File: config.mk
export PLATFORM = sky130hd
export DESIGN_NAME = imm_ext_pipe
export DESIGN_NICKNAME = d
export VERILOG_FILES = /design/src/rtl/imm_ext_pipe.sv
export SDC_FILE = /design/constraint.sdc
export NUM_CORES = 1
export LEC_CHECK = 0
export ABC_CLOCK_PERIOD_IN_PS = 2070
export BUFFER_PORTS_ARGS = -buffer_cell sky130_fd_sc_hd__buf_2
export CAP_MARGIN = 10
export CORE_ASPECT_RATIO = 0.7
export CORE_MARGIN = 3
export CORE_UTILIZATION = 39
export CTS_CLUSTER_DIAMETER = 200
export DETAILED_ROUTE_END_ITERATION = 8
export PLACE_DENSITY_LB_ADDON = 0.2
export SYNTH_ARGS = -nofsm -noshare
export SYNTH_HDL_FRONTEND = slang
export SYNTH_SLANG_ARGS = --single-unit
File: constraint.sdc
create_clock -name CLK -period 2.07 [get_ports CLK]
set_input_delay 0.207 -clock CLK [delete_from_list [all_inputs] [get_ports CLK]]
set_output_delay 0.207 -clock CLK [all_outputs]
set_load 0.02 [all_outputs]
File: src/rtl/imm_ext_pipe.sv
// Immediate / load-data extension unit (SEXT, ZEXT, LUI, LB/LBU, LH/LHU, LW) for the MIPS datapath.
// Latency: STAGES cycles; extension is combinational into stage 0, then STAGES-1 plain register stages.
// Backpressure: elastic valid/ready pipe; ready ripples back combinationally, full throughput, no bubbles.
module imm_ext_pipe #(
    parameter int IN_WIDTH  = 16,
    parameter int OUT_WIDTH = 32,
    parameter int STAGES    = 2,
    localparam int OFF_W    = $clog2(OUT_WIDTH / 8)
) (
    input  logic                 CLK,
    input  logic                 RST,
    input  logic                 In_Valid,
    output logic                 In_Ready,
    input  logic [2:0]           Mode,
    input  logic [OUT_WIDTH-1:0] Data_IN,
    input  logic [OFF_W-1:0]     Byte_Off,
    output logic                 Out_Valid,
    input  logic                 Out_Ready,
    output logic [OUT_WIDTH-1:0] Ext_OUT,
    output logic                 Misalign,
    output logic [7:0]           Misalign_Cnt
);

    localparam int FILL_W = OUT_WIDTH - IN_WIDTH;

    logic [IN_WIDTH-1:0]  imm;
    logic [OFF_W+2:0]     byte_idx;
    logic [OFF_W+2:0]     half_idx;
    logic [7:0]           byte_lane;
    logic [15:0]          half_lane;
    logic [OUT_WIDTH-1:0] ext_res;
    logic                 ext_mis;

    // Per-stage state: valid, data, misalign flag; index STAGES-1 is the output stage.
    logic [STAGES-1:0]    v;
    logic [STAGES-1:0]    ms;
    logic [OUT_WIDTH-1:0] dq [STAGES];
    logic [STAGES-1:0]    load;

    assign imm      = Data_IN[IN_WIDTH-1:0];
    // Little-endian lane select; the half lane drops the low offset bit (floor lane).
    assign byte_idx = {Byte_Off, 3'b000};
    assign half_idx = {Byte_Off[OFF_W-1:1], 4'b0000};
    assign byte_lane = Data_IN[byte_idx +: 8];
    assign half_lane = Data_IN[half_idx +: 16];

    // Mode decode: extended value and misalignment flag for the incoming transfer.
    always_comb begin
        ext_res = '0;
        ext_mis = 1'b0;
        case (Mode)
            3'd0: ext_res = {{FILL_W{imm[IN_WIDTH-1]}}, imm};
            3'd1: ext_res = {{FILL_W{1'b0}}, imm};
            3'd2: ext_res = {imm, {FILL_W{1'b0}}};
            3'd3: ext_res = {{(OUT_WIDTH-8){byte_lane[7]}}, byte_lane};
            3'd4: ext_res = {{(OUT_WIDTH-8){1'b0}}, byte_lane};
            3'd5: begin
                ext_res = {{(OUT_WIDTH-16){half_lane[15]}}, half_lane};
                ext_mis = Byte_Off[0];
            end
            3'd6: begin
                ext_res = {{(OUT_WIDTH-16){1'b0}}, half_lane};
                ext_mis = Byte_Off[0];
            end
            default: begin
                ext_res = Data_IN;
                ext_mis = |Byte_Off;
            end
        endcase
    end

    // Stage k may load when any stage from k to the output has a hole, or the head leaves.
    always_comb begin
        load = '0;
        for (int k = 0; k < STAGES; k++) begin
            load[k] = Out_Ready;
            for (int j = 0; j < STAGES; j++) begin
                if (j >= k && !v[j]) begin
                    load[k] = 1'b1;
                end
            end
        end
    end

    assign In_Ready  = load[0];
    assign Out_Valid = v[STAGES-1];
    assign Ext_OUT   = dq[STAGES-1];
    assign Misalign  = ms[STAGES-1];

    // Pipe advance; payload only moves with a valid token so an empty output keeps its last value.
    always_ff @(posedge CLK) begin
        if (!RST) begin
            v            <= '0;
            ms           <= '0;
            Misalign_Cnt <= '0;
            for (int k = 0; k < STAGES; k++) begin
                dq[k] <= '0;
            end
        end else begin
            if (load[0]) begin
                v[0] <= In_Valid;
                if (In_Valid) begin
                    dq[0] <= ext_res;
                    ms[0] <= ext_mis;
                end
            end
            for (int k = 1; k < STAGES; k++) begin
                if (load[k]) begin
                    v[k] <= v[k-1];
                    if (v[k-1]) begin
                        dq[k] <= dq[k-1];
                        ms[k] <= ms[k-1];
                    end
                end
            end
            if (v[STAGES-1] && Out_Ready && ms[STAGES-1] && (Misalign_Cnt != 8'hFF)) begin
                Misalign_Cnt <= Misalign_Cnt + 8'd1;
            end
        end
    end

endmodule

Word-level counts from Yosys, hierarchy flattened
Memory sizes are Yosys's and may differ from the RTL's.
Cells that the tools add are included.
{"block": "op_classes", "add_sub_neg": 1, "n_eq_ne": 7, "shifts": 2, "mux": 16, "n_bitwise": 2, "reduce_logical": 9}
{"operator": "$pmux 32 s7", "count": 1}
{"operator": "$mux 32", "count": 2}
{"operator": "$shiftx 32x6->16", "count": 1}
{"operator": "$shiftx 32x6->8", "count": 1}
{"operator": "$mux 1", "count": 12}
{"operator": "$eq 3x3->1 const B", "count": 3}
{"operator": "$add 8x1->8 const B", "count": 1}
{"operator": "$ne 8x8->1 const B", "count": 1}
{"operator": "$eq 3x2->1 const B", "count": 2}
{"operator": "$reduce_or 5->1", "count": 1}
{"operator": "$reduce_and 2->1", "count": 2}
{"operator": "$reduce_or 2->1", "count": 2}
{"operator": "$eq 3x1->1 const B", "count": 1}
{"operator": "$logic_and 1x1->1", "count": 3}
{"operator": "$logic_not 3->1", "count": 1}
{"operator": "$or 1x1->1", "count": 2}
{"operator": "$pmux 1 s2", "count": 1}
{"block": "word_totals", "register_bits": 12, "ramBits": 64, "in_bits": 41, "out_inout_bits": 43, "word_cells": 43, "memories": 1}
{"memory": "dq", "words": 2, "word_bits": 32, "read_ports": 2, "rd_clocked_by_memory_dff": 0, "write_ports": 2, "line_no": "37", "rtl": "logic [OUT_WIDTH-1:0] dq [STAGES];"}

Longest topological paths before layout
Gate-level depths: netlist (run 1).
{"block": "depth", "ltp_word": 6, "mapped_depth": 6, "ltp_nobuf": 5}

Worst setup path before layout (run 1)
Ideal clock, no wire load.
{"block": "synth_path", "path_type": "register -> register", "startpoint": "register v[1]", "endpoint": "memory dq[0][0], enable pin", "setup_time_ns": 0.478, "t_arrival_ns": 1.552, "t_required_ns": 1.592, "path_slack_ns": 0.040, "path_stages_with_launch": 4, "n_path_buf": 0, "synth_period_minus_slack_ns": 2.030, "cell_sequence": "dfxtp_1 -> nand3b_1 -> nand2_1 -> nand2_1"}
{"item": "start, declared", "line_no": "35", "rtl": "logic [STAGES-1:0] v;"}
{"item": "start signal, assigned by index", "line_no": "109", "rtl": "v[k] <= v[k-1];"}
{"item": "end, declared", "line_no": "37"}

==> results of run 1 <==
-- synthesized netlist by cell type, drive strengths merged (2+ instances only) --
master / n
o21ai: 36
or3: 7
mux2i: 12
nand3: 17
clkbuf: 14
o211ai: 9
o211a: 2
xor2: 2
or3b: 2
a21boi: 2
a21oi: 40
nand2b: 6
nand3b: 10
and2: 32
nand4: 2
nor2: 12
o22ai: 9
inv: 11
and3: 2
nand2: 44
nor3: 2
buf: 42
a22oi: 9
dfxtp: 12
edfxtp: 64
-- path summary, 6_finish.rpt --
| check | start | slack (ns) | end |
|---|---|---|---|
| max | v[1] | 0.53 | dq[0][25] |
| min | In_Valid | 0.14 | v[0] |
| max reg2reg | v[1] | 0.53 | dq[0][25] |
| min reg2reg | ms[0] | 0.46 | ms[0] |
-- worst max-delay path, stage by stage (launching register included) --
cell      delay [ns]
dfxtp_1         0.41
nand3b_1        0.24
o211a_1         0.23
buf_4           0.19
o21ai_0         0.13
a21oi_1         0.08
-- cell families (layout without fill, tap and decap cells) --
group | after synthesis | after routing | share of synthesized area [%]
simple gates | 139 | 139 | 17.65
compound gates | 115 | 115 | 16.69
flops | 76 | 76 | 52.05
buf+inv | 68 | 124 | 9.518
mux | 13 | 13 | 3.163
xor+xnor | 3 | 3 | 0.6326
fa+ha+maj | 1 | 1 | 0.3012
-- layer usage --
| layer | share of wire, % | GRT usage [%] | vias to the layer above |
|---|---|---|---|
| met5 | 0 | 0 | - |
| met3 | 8.0 | 3.977 | 13 |
| met1 | 47 | 25.74 | 1496 |
| met2 | 43 | 24.31 | 138 |
| met4 | 1.5 | 5.507 | 0 |
| li1 | - | - | 1572 |
-- stage by stage --
stage / util, % / cell area (um2) / cells
6_report: 48.31 / 4842 / 599
5_1_grt: 48.31 / 4842 / 599
4_1_cts: 48.31 / 4842 / 599
3_5_place_dp: 44.92 / 4502 / 583
3_3_place_gp: 44.92 / 4502 / 583
2_1_floorplan: - / 4154 / 415
-- power groups by stage --
stage | Sequential (mW) | Combinational [mW] | Clock (mW)
6_report | 1.81 | 0.525 | 1.79
5_1_grt | 1.82 | 0.579 | 1.88
4_1_cts | 1.81 | 0.526 | 1.83
3_5_place_dp | 1.84 | 0.525 | 0
3_3_place_gp | 1.84 | 0.519 | 0
2_1_floorplan | 1.84 | 0.386 | 0
-- area by class of cell --
class,instances,share of cell area [%]
multi-input cells,271,32.97
flip-flops and latches,76,44.65
clock buffers,10,4.729
clock inverters,6,2.300
inverters,12,0.9302
repair buffers,96,11.11
well taps,128,3.308
-- sequential cells by signal (all words and copies together) (netlist names) --
register,flops
dq,64
Misalign_Cnt,8
ms,2
v,2
==> impl_metrics.py, run 1 <==
metrics = {
    "floorplanning": {
        "core_area_um2": 10020,
        "die_y_um": 92.35,
        "io-pin-count": 84,
        "initial_core_util_pct": 41.45,
        "die_width_um": 129.4,
        "dieArea_um2": 11950,
        "rows": 30,
    },
    "timing": {
        "relSlewSlack_pct": 63.78,
        "max_freq_mhz": 647.5,
        "grt_setup_unrepaired": "false",
        "period_needed_ns": 1.544,
        "worst_pin_slew_ns": 0.5397,
        "tns_ns": 0,
        "hold_violations": 0,
        "drv_slew": 0,
        "hold_ws_ns": 0.1422,
        "fin_ws_ns": 0.5257,
        "clock_skew_ns": 0.005594,
        "period_share_pct": 74.61,
        "setup_viol": 0,
    },
    "routing": {
        "drt_iter0_markers": 342,
        "vias": 3219,
        "finalWirelength_mm": 9.871,
        "ant_nets": 0,
        "wl_per_cell_um": 16.48,
        "first_pass_iters": 5,
        "routed_via_density": 5.374,
        "drc_errors": 0,
    },
    "synth": {
        "yosysUniqueCellTypes": 48,
        "synth_top_area_share_pct": 46.27,
        "synth_fp_nets": 457,
        "synth_area_leaders": "edfxtp_1, buf_4, dfxtp_1",
        "ys_warn_count": 0,
        "syn_area_um2": 4154,
        "ys_async_sr_fraction_pct": 0,
        "synthCells": 415,
        "yosysSeqAreaShare_pct": 52.05,
        "synth_edf_count": 64,
        "synth-main-ff-cell": "edfxtp_1",
        "synth_top_cell_by_area": "edfxtp_1",
        "ys_seq_elements": 76,
        "synth.avg_cell_area_um2": 10.01,
    },
    "global_route": {
        "grt_usage_pct": 17.15,
        "grt_max_degree": 36,
        "first_global_vias": 2973,
        "grt_pass1_wl_mm": 15.80,
        "gr-total-overflow": 0,
        "grt_antenna_before_repair": 0,
    },
    "power": {
        "p_sw_uw": 976.8,
        "p_int_mw": 3.150,
        "power.clock.fraction_pct": 43.4,
        "p_sw_share_pct": 23.67,
        "powerDensity_nw_per_um2": 852.3,
        "leakagePower_nw": 1.979,
        "seqPwrFrac_pct": 43.8,
        "total_power_mw": 4.127,
        "ir_drop_mv": 0.4539,
        "pwr-share-comb_pct": 12.7,
    },
    "clock_tree": {
        "clk_path_buf_depth": 2,
        "cts_hold_buf": 0,
        "htreeDepth": 3,
        "clock_latency_ns": 0.34,
        "cts_resized": 0,
        "clock_sinks": 76,
        "postCtsSetupBuffers": 0,
        "numCtsBuffers": 9,
        "cts_tree": "built",
        "cts_root_buf": "clkbuf_16",
        "clkTransAtPathRegs_ns": 0.06,
    },
    "layout": {
        "syn_to_final_growth_pct": 16.57,
        "most-common-layout-cells": "buf_2, edfxtp_1, nand2_1",
        "n_antenna_cell": 0,
        "fillCellCount": 951,
        "layout-drive-gt1-share_pct": 24.84,
        "nNetsFinal": 508,
        "multi_input_area_um2": 1597,
        "regArea_um2": 2162,
        "final_common_cell": "buf_2",
    },
    "placement": {
        "gp_congestion": 0.8656,
        "hpwl_mm": 6.995,
        "dpl_worst_slack_ns": 0.2704,
        "io_buffer_count": 83,
    },
    "outcome": {
        "outcome": "finished clean",
    },
    "worst_setup_path": {
        "start_kind": "register",
        "cp.required_ns": 2.15,
        "critPathCaptureType": "register",
        "cp_max_fo": 11,
        "crit_type": "register to register",
        "rr_worst_depth": 5,
        "critPathArrivalTime_ns": 1.62,
    },
    "hold_path": {
        "whs_path_depth": 3,
        "min_path_type": "input pin to register",
    },
    "run": {
        "cap_violations": 0,
    },
}
Power figures use the tool's default switching activity.
==> run 2, diff against run 1 <==
- ABC_CLOCK_PERIOD_IN_PS: 2070 -> 1450
- clock period: 2.07 -> 1.45 ns (I/O delays scaled with it)
==> run 2 against run 1 <==
  * Cell count grew 4.7%
  * Die area is the same
  * Sequential share of layout area shrank 2.4 points
  * Sequential cell count is the same
  * Worst hold slack lost 0.047 ns
  * Total power grew 32%
  * Register-to-register slack lost 0.49 ns
  * Combinational power grew 67%
  * Fmax grew 9.0%
  * Critical endpoint is now dq[0][28]
==> impl_metrics.py, run 2 (synthesized netlist as in run 1, its figures left out) <==
metrics = {
    "floorplanning": {
        "die_y_um": 92.35,
        "dieArea_um2": 11950,
        "die_width_um": 129.4,
        "core_area_um2": 10020,
        "io-pin-count": 84,
        "initial_core_util_pct": 41.45,
        "rows": 30,
    },
    "power": {
        "power.clock.fraction_pct": 36.4,
        "seqPwrFrac_pct": 47.5,
        "total_power_mw": 5.445,
        "powerDensity_nw_per_um2": 1061,
        "pwr-share-comb_pct": 16.1,
        "leakagePower_nw": 2.107,
        "p_sw_share_pct": 25.60,
        "p_int_mw": 4.051,
        "ir_drop_mv": 0.6966,
        "p_sw_mw": 1.394,
    },
    "layout": {
        "largest_reg_flops": 64,
        "layout-drive-gt1-share_pct": 30.66,
        "post-route-util_pct": 51.19,
        "nNetsFinal": 536,
        "final_common_cell": "buf_2",
        "most-common-layout-cells": "buf_2, edfxtp_1, nand2_1",
        "syn_to_final_growth_pct": 23.49,
        "reg.largest.list": "dq x64, Misalign_Cnt x8",
        "fin_cells": 627,
        "top_register": "dq",
        "fillCellCount": 916,
        "final_area_um2": 5130,
        "n_antenna_cell": 0,
    },
    "clock_tree": {
        "numCtsBuffers": 9,
        "clkTransAtPathRegs_ns": 0.06,
        "cts_tree": "built",
        "clock_latency_ns": 0.33,
        "clock_sinks": 76,
        "cts_hold_buf": 0,
        "htreeDepth": 3,
        "cts_root_buf": "clkbuf_16",
        "clk_path_buf_depth": 2,
    },
    "worst_setup_path": {
        "cp.required_ns": 1.63,
        "critPathCaptureType": "register",
        "start_kind": "register",
        "cp_max_fo": 6,
        "critPathArrivalTime_ns": 1.60,
        "crit_type": "register to register",
    },
    "timing": {
        "clock_skew_ns": 0.007053,
        "hold_ws_ns": 0.09547,
        "period_share_pct": 97.75,
        "worst_pin_slew_ns": 0.6181,
        "setup_viol": 0,
        "fin_ws_ns": 0.03262,
        "grt_setup_unrepaired": "true",
        "max_freq_mhz": 705.5,
        "tns_ns": 0,
        "drv_slew": 0,
        "hold_violations": 0,
        "relSlewSlack_pct": 58.75,
        "period_needed_ns": 1.417,
    },
    "routing": {
        "first_pass_iters": 6,
        "wl_per_cell_um": 16.59,
        "vias": 3396,
        "routed_via_density": 5.416,
        "finalWirelength_mm": 10.40,
        "drc_errors": 0,
        "drt_iter0_markers": 267,
        "ant_nets": 0,
    },
    "run": {
        "cap_violations": 0,
    },
    "global_route": {
        "grt_antenna_before_repair": 0,
        "first_global_vias": 3061,
        "grt_usage_pct": 17.14,
        "gr-total-overflow": 0,
        "grt_pass1_wl_mm": 15.92,
        "grt_max_degree": 48,
    },
    "placement": {
        "hpwl_mm": 7.175,
        "dpl_cell_area_um2": 4726,
        "gp_congestion": 0.8335,
        "io_buffer_count": 83,
        "dpl_worst_slack_ns": -0.08531,
        "place_inst": 604,
    },
    "hold_path": {
        "min_path_type": "input pin to register",
    },
    "outcome": {
        "outcome": "finished clean",
    },
}
==> run 2: changes by cell type in the layout (fill, tap and decap cells not counted), moves of 3 or more <==
cell	delta
buf_4	+21
o21ai_0	-8
o21ai_1	+7
buf_12	+3
bufinv_16	-3
clkbuf_16	+3
==> run 2: worst max-delay path, cell delays in order, from the launching register on <==
cell,delay (ns)
dfxtp_4,0.35
nand3b_1,0.20
o211a_4,0.31
clkbuf_16,0.18
o21ai_0,0.08
a21oi_1,0.14
==> run 2: repair_timing <==
action,in CTS,in global routing
resized for setup,0,15
setup endpoints to repair,0,68
buffers inserted,0,3
==> run 2: routing by layer <==
metal	vias to the layer above	GRT usage (%)	wire length (um)
met2	162	25.82	4632
met4	0	4.283	133
met3	16	4.323	815
met5	-	0	0
li1	1630	-	-
met1	1588	24.71	4821
==> run 2: final timing paths <==
kind                            slack (ns)  depth (start not counted)        end  startpoint
worst max-delay path                  0.03                          5  dq[0][28]        v[1]
worst min-delay path                   0.1                          3       v[0]    In_Valid
worst max register to register        0.03                          5  dq[0][28]        v[1]
worst min register to register        0.46                          2      ms[0]       ms[0]
==> run 2: layout make-up <==
class / instances / area [um2] / share of cell area, %
flip-flops and latches: 76 / 2166 / 42.22
multi-input cells: 271 / 1655 / 32.27
repair buffers: 124 / 842.1 / 16.41
clock buffers: 11 / 232.7 / 4.537
well taps: 128 / 160.2 / 3.122
inverters: 12 / 45.04 / 0.8780
clock inverters: 5 / 28.78 / 0.5610
==> run 2: power groups by stage <==
stage | sequential, mW | clock, mW | combinational [mW]
3_5_place_dp | 2.63 | 0 | 0.819
5_1_grt | 2.60 | 2.12 | 0.954
4_1_cts | 2.59 | 2.03 | 0.821
3_3_place_gp | 2.63 | 0 | 0.808
6_report | 2.59 | 1.98 | 0.877
2_1_floorplan | 2.62 | 0 | 0.574
